<file path="src/rtl/softcast_fft_pkg.sv">
// Shared definitions for the radix-4 FFT twiddle path: FSM states, frame size, default stage offsets.
package softcast_fft_pkg;

    typedef enum logic [1:0] {
        ST_IDLE  = 2'd0,
        ST_RUN   = 2'd1,
        ST_FLUSH = 2'd2,
        ST_DONE  = 2'd3
    } seq_state_t;

    localparam int FFT_LOG2N = 12;
    localparam int FFT_N     = 1 << FFT_LOG2N;

    localparam int OFF2_DEF = 3;
    localparam int OFF3_DEF = 6;
    localparam int OFF4_DEF = 9;
    localparam int OFF5_DEF = 12;
    localparam int OFF6_DEF = 15;

    // Stage k indexes a 4^k-entry twiddle table.
    function automatic int stage_aw(input int k);
        return 2 * k;
    endfunction

endpackage

</file>
<file path="src/rtl/omega_stage_addr.sv">
// One butterfly stage's twiddle address and active flag, derived from the frame tick counter.
// Purely combinational; zero latency, no backpressure.
module omega_stage_addr
    import softcast_fft_pkg::*;
#(
    parameter int K     = 2,
    parameter int OFF   = 3,
    parameter int TW    = FFT_LOG2N + 5,
    parameter int NSAMP = FFT_N,
    localparam int AW   = stage_aw(K)
) (
    input  logic [TW-1:0] i_t,
    input  logic          i_busy,
    output logic [AW-1:0] o_addr,
    output logic          o_act
);

    localparam logic [TW-1:0] LO     = TW'(OFF);
    localparam logic [TW-1:0] HI     = TW'(OFF + NSAMP);
    localparam logic [AW-1:0] OFF_AW = AW'(OFF);

    logic          w_act;
    logic [AW-1:0] w_diff;

    assign w_act  = i_busy && (i_t >= LO) && (i_t < HI);
    // Only the low 2k bits matter: the address wraps modulo 4^k.
    assign w_diff = i_t[AW-1:0] - OFF_AW;

    assign o_act  = w_act;
    assign o_addr = w_act ? w_diff : '0;

endmodule

</file>
<file path="src/rtl/omega_frame_sequencer.sv">
// Frame controller for the omega ROM path: counts N samples, drains stage latency, drives per-stage twiddle addresses.
// Addresses follow the registered tick counter combinationally; in_valid low stalls RUN; abort returns to IDLE next cycle.
// OMEGA_SEQ_FRAME_CNT_EN adds a 16-bit completed-frame counter output.
module omega_frame_sequencer
    import softcast_fft_pkg::*;
#(
    parameter int LOG2N = FFT_LOG2N,
    parameter int OFF2  = OFF2_DEF,
    parameter int OFF3  = OFF3_DEF,
    parameter int OFF4  = OFF4_DEF,
    parameter int OFF5  = OFF5_DEF,
    parameter int OFF6  = OFF6_DEF
) (
    input  logic        clk,
    input  logic        rst,
    input  logic        start,
    input  logic        abort,
    input  logic        in_valid,
    output logic        omega_en,
    output logic [3:0]  addr2,
    output logic [5:0]  addr3,
    output logic [7:0]  addr4,
    output logic [9:0]  addr5,
    output logic [11:0] addr6,
    output logic [4:0]  stage_act,
    output logic        busy,
    output logic        done
`ifdef OMEGA_SEQ_FRAME_CNT_EN
    ,
    output logic [15:0] frame_cnt
`endif
);

    localparam int TW    = LOG2N + 5;
    localparam int SW    = LOG2N + 1;
    localparam int NSAMP = 1 << LOG2N;

    localparam logic [SW-1:0] S_LAST = SW'(NSAMP - 1);
    localparam logic [TW-1:0] T_LAST = TW'(NSAMP + OFF6 - 1);

    generate
        if (!((OFF2 <= OFF3) && (OFF3 <= OFF4) && (OFF4 <= OFF5) && (OFF5 <= OFF6))) begin : g_bad_offsets
            $error("omega_frame_sequencer: stage offsets must be non-decreasing");
        end
    endgenerate

    seq_state_t    r_state;
    logic [TW-1:0] r_t;
    logic [SW-1:0] r_s;
    logic          r_busy;
    logic          r_done;
    logic          w_tick;
    logic [4:0]    w_act;

    assign w_tick = ((r_state == ST_RUN) && in_valid) || (r_state == ST_FLUSH);

    always_ff @(posedge clk or posedge rst) begin
        if (rst) begin
            r_state <= ST_IDLE;
            r_t     <= '0;
            r_s     <= '0;
            r_busy  <= 1'b0;
            r_done  <= 1'b0;
        end else begin
            r_done <= 1'b0;
            if (abort) begin
                r_state <= ST_IDLE;
                r_t     <= '0;
                r_s     <= '0;
                r_busy  <= 1'b0;
            end else begin
                case (r_state)
                    ST_IDLE: begin
                        if (start) begin
                            r_state <= ST_RUN;
                            r_t     <= '0;
                            r_s     <= '0;
                            r_busy  <= 1'b1;
                        end
                    end
                    ST_RUN: begin
                        if (w_tick) begin
                            r_t <= r_t + TW'(1);
                            r_s <= r_s + SW'(1);
                            if (r_s == S_LAST) begin
                                r_state <= ST_FLUSH;
                            end
                        end
                    end
                    ST_FLUSH: begin
                        r_t <= r_t + TW'(1);
                        // Last tick: stage 6 has just consumed sample N-1.
                        if (r_t == T_LAST) begin
                            r_state <= ST_DONE;
                            r_busy  <= 1'b0;
                            r_done  <= 1'b1;
                        end
                    end
                    ST_DONE: begin
                        r_state <= ST_IDLE;
                    end
                endcase
            end
        end
    end

    assign omega_en  = w_tick;
    assign busy      = r_busy;
    assign done      = r_done;
    assign stage_act = w_act;

    omega_stage_addr #(.K(2), .OFF(OFF2), .TW(TW), .NSAMP(NSAMP)) u_stage2 (
        .i_t(r_t), .i_busy(r_busy), .o_addr(addr2), .o_act(w_act[0])
    );
    omega_stage_addr #(.K(3), .OFF(OFF3), .TW(TW), .NSAMP(NSAMP)) u_stage3 (
        .i_t(r_t), .i_busy(r_busy), .o_addr(addr3), .o_act(w_act[1])
    );
    omega_stage_addr #(.K(4), .OFF(OFF4), .TW(TW), .NSAMP(NSAMP)) u_stage4 (
        .i_t(r_t), .i_busy(r_busy), .o_addr(addr4), .o_act(w_act[2])
    );
    omega_stage_addr #(.K(5), .OFF(OFF5), .TW(TW), .NSAMP(NSAMP)) u_stage5 (
        .i_t(r_t), .i_busy(r_busy), .o_addr(addr5), .o_act(w_act[3])
    );
    omega_stage_addr #(.K(6), .OFF(OFF6), .TW(TW), .NSAMP(NSAMP)) u_stage6 (
        .i_t(r_t), .i_busy(r_busy), .o_addr(addr6), .o_act(w_act[4])
    );

`ifdef OMEGA_SEQ_FRAME_CNT_EN
    logic [15:0] r_frame_cnt;

    always_ff @(posedge clk or posedge rst) begin
        if (rst) begin
            r_frame_cnt <= '0;
        end else if (r_done) begin
            r_frame_cnt <= r_frame_cnt + 16'd1;
        end
    end

    assign frame_cnt = r_frame_cnt;
`endif

endmodule

</file>
<file path="config.mk">
export PLATFORM = sky130hd
export DESIGN_NAME = omega_frame_sequencer
export DESIGN_NICKNAME = d
export VERILOG_FILES = /design/src/rtl/softcast_fft_pkg.sv /design/src/rtl/omega_stage_addr.sv /design/src/rtl/omega_frame_sequencer.sv
export SDC_FILE = /design/constraint.sdc
export NUM_CORES = 1
export LEC_CHECK = 0
export ABC_CLOCK_PERIOD_IN_PS = 7300
export BUFFER_PORTS_ARGS = -buffer_cell sky130_fd_sc_hd__buf_2
export CAP_MARGIN = 20
export CORE_ASPECT_RATIO = 0.7
export CORE_MARGIN = 1.5
export CORE_UTILIZATION = 63
export CTS_BUF_LIST = sky130_fd_sc_hd__clkbuf_2 sky130_fd_sc_hd__clkbuf_4 sky130_fd_sc_hd__clkbuf_8
export DETAILED_ROUTE_END_ITERATION = 7
export PLACE_DENSITY_LB_ADDON = 0.08
export SLEW_MARGIN = 15
export SYNTH_ARGS = -nofsm -noshare
export SYNTH_HDL_FRONTEND = slang
export SYNTH_SLANG_ARGS = --single-unit
export TNS_END_PERCENT = 30
</file>
<file path="constraint.sdc">
create_clock -name clk -period 7.3 [get_ports clk]
set_clock_uncertainty 0.05 [all_clocks]
set_input_delay 1.825 -clock clk [delete_from_list [all_inputs] [get_ports clk]]
set_output_delay 1.825 -clock clk [all_outputs]
set_load 0.02 [all_outputs]
</file>
==> reports/qor.txt <==
Syn Nets = 411
Die Span Y = 61.6 um
clk slew on worst S/H paths = 70 ps
layout cell share with drive strength beyond 1 = 17.9%
Core Area = 4760 um2
critical path fanouts, max = 14
Comb pwr share = 46.5%
most numerous cell in the Yosys netlist = nor2_1
Worst-Margin Slew = 942 ps
largest buffer count on any clock path = 2
Pwr Density = 203 nW/um2
fin. max-slew vios = 0
RSZ-0062 raised after global routing = false
Top Ports = 53
register share of total power = 32.8%
P_sw = 0.298 mW
status = finished, final reports clean
DR DRC count = 0
via count = 2949
Netlist Area Pre-Place = 3090 um2
final net count = 436
Crit-path slowest cell = or4_1
setup bufs post-CTS = 0
grt total ovfl = 0
ys async rst share = 100%
HP Class = flop to flop
clk_lat worst skew = 290 ps
Post-synth EDFFs = 0
post-route cell area = 3340 um2
first-pass GRT wire length = 11.8 mm
Pre-antenna DRT Iters = 5
area delta synth->final = 8.31%
Final setup viols = 0
Synth Area per Inst = 7.93 um2
Crit path top cell by count = or4_1
post-synthesis sequential area ratio = 27.6%
Hold-fix buffers, CTS = 0
starting density of the core = 64.9%
area leader, netlist = dfrtp_1
level count of the clock H-tree = 2
DRT iter0 DRCs = 349
switch share = 44.0%
type of the worst setup path = flop to output pin
Final HPWL DP = 5.49 mm
FMAX = 204 MHz
met2 Track Usage GR = 39.3%
DIE AREA = 5330 um2
PostCTS Resize Cnt = 0
Setup Total Neg Slack = 0 ps
gpl congestion = 0.922
GRT Max-Usage Layer = met1
Final Power = 0.678 mW
max cap viols = 0
CTS tree = done
fin crit share = 67.0%
Gate Count Post-Synth = 389
final hold violation count = 0
sequence of cells on the critical path = or4_1 > or4_1 > o211ai_2 > nor2_1 > buf_2
GR met1 Demand/Resource = 47.3%
Worst slew margin = 37.1%
vias per cell = 6.11
Die X = 86.6 um
root buf cell = clkbuf_8
Static Leakage = 1.62 nW
Worst Path Required = 5430 ps
row cnt = 21
vias in the first global route = 2321
Tmin final = 4890 ps
met3 Usage GRT = 4.96%
diode count = 0
clock power share = 20.7%
CTS buffer count = 5
Worst EP arrival = 3020 ps
synth top area cells = dfrtp_1 (28%), ha_1 (6.9%), xnor2_1 (6.2%)
WL/cell = 15.8 um
P_int = 0.380 mW
gr usage total = 29.0%
worst vdd ir = 322 uV
Yosys cell types = 55
Cell Area, Placed = 3250 um2
Most used DFF post-synth = dfrtp_1
#FFs+latches synth = 34
initial antenna violation count = 0
Critical Path End Type = output pin
final WL = 7.61 mm
remaining antenna violation count after routing = 0
port buffer count = 52
CP max stage delay = 760 ps
largest net degree at the start of global routing = 35
Synth Warn # = 0
Synth top cells by count = nor2_1 (42), dfrtp_1 (34), o21ai_0 (23)
critical path launch point type = flop
Core Util, Final = 70.3%
# clock sinks = 34
top cell type's share of synthesized area = 27.6%
metal layers:
metal  up-vias  share of wire, %
met5         -                 0
met4         0              0.77
met3         7               9.2
met2       126                40
met1      1372                50
li1       1444                 -
critical path, delay by kind of cell, from the launching register on:
kind	cells	cell delay (ps)
AO/OA/AOI/OAI	1	500
flip-flops	1	560
AND/OR/NAND/NOR	3	1470
buffers and inverters	1	180
cells by family after synthesis:
family | share of synthesized area [%]
muxes | 4.01
AOI/OAI and AO/OA | 18.0
buffers and inverters | 8.76
adders and majority gates | 6.89
and+or+nand+nor | 27.9
DFF | 27.6
xor gates and xnor gates | 6.81
power groups by stage:
stage / Sequential (mW) / Clock, mW / Combinational [mW]
floorplan: 0.216 / 0 / 0.238
global placement: 0.224 / 0 / 0.298
detailed placement: 0.225 / 0 / 0.308
CTS: 0.221 / 0.140 / 0.310
global route: 0.224 / 0.147 / 0.352
finish: 0.222 / 0.140 / 0.315
cell usage in the layout, fill, tap and decap left out, types with 6 or more instances in the layout:
cell type and instances:
o21ai_0 23, buf_2 52, ha_1 17, nand4_1 12, nand3b_1 10, nand3_1 19
xnor2_1 22, nor3_1 13, mux2i_1 9, inv_1 17, a21oi_1 18, nand2_1 20
o31ai_1 9, or4_1 6, dfrtp_1 34, nor2b_1 7, and3_1 7, nor2_1 42
final cells by class:
cell class / count / area [um2]
clock buffers: 7 / 83.8
fillers: 397 / 1410
inverters: 18 / 67.6
multi-input cells: 300 / 1970
flip-flops and latches: 34 / 851
well taps: 69 / 86.3
repair buffers: 55 / 283
stage by stage:
step	worst slack, ps	hold slack, ps	cells
5_1_grt	2300	502	483
3_5_place_dp	2770	442	476
6_report	2410	466	483
2_1_floorplan	2940	408	389
4_1_cts	2440	451	483
3_3_place_gp	2840	436	476
registers in the layout, summed over array words and instances, names as in the netlist:
name and flops:
r_t 17, done 1, busy 1, r_state 2
r_s 13
path summary, 6_finish.rpt:
| kind | from | to | slack, ps | cells after the start |
|---|---|---|---|---|
| setup / recovery | r_t[5] | addr6[3] | 2410 | 5 |
| max in group asynchronous | rst | r_s[2] | 5320 | 3 |
| min in group asynchronous | rst | r_s[9] | 1560 | 3 |
| setup reg to reg | r_t[3] | r_state[1] | 4640 | 5 |
| hold / removal | r_s[8] | r_s[8] | 470 | 1 |
| hold reg to reg | r_s[8] | r_s[8] | 470 | 1 |
Note: power is estimated with default switching activity, not from simulation.
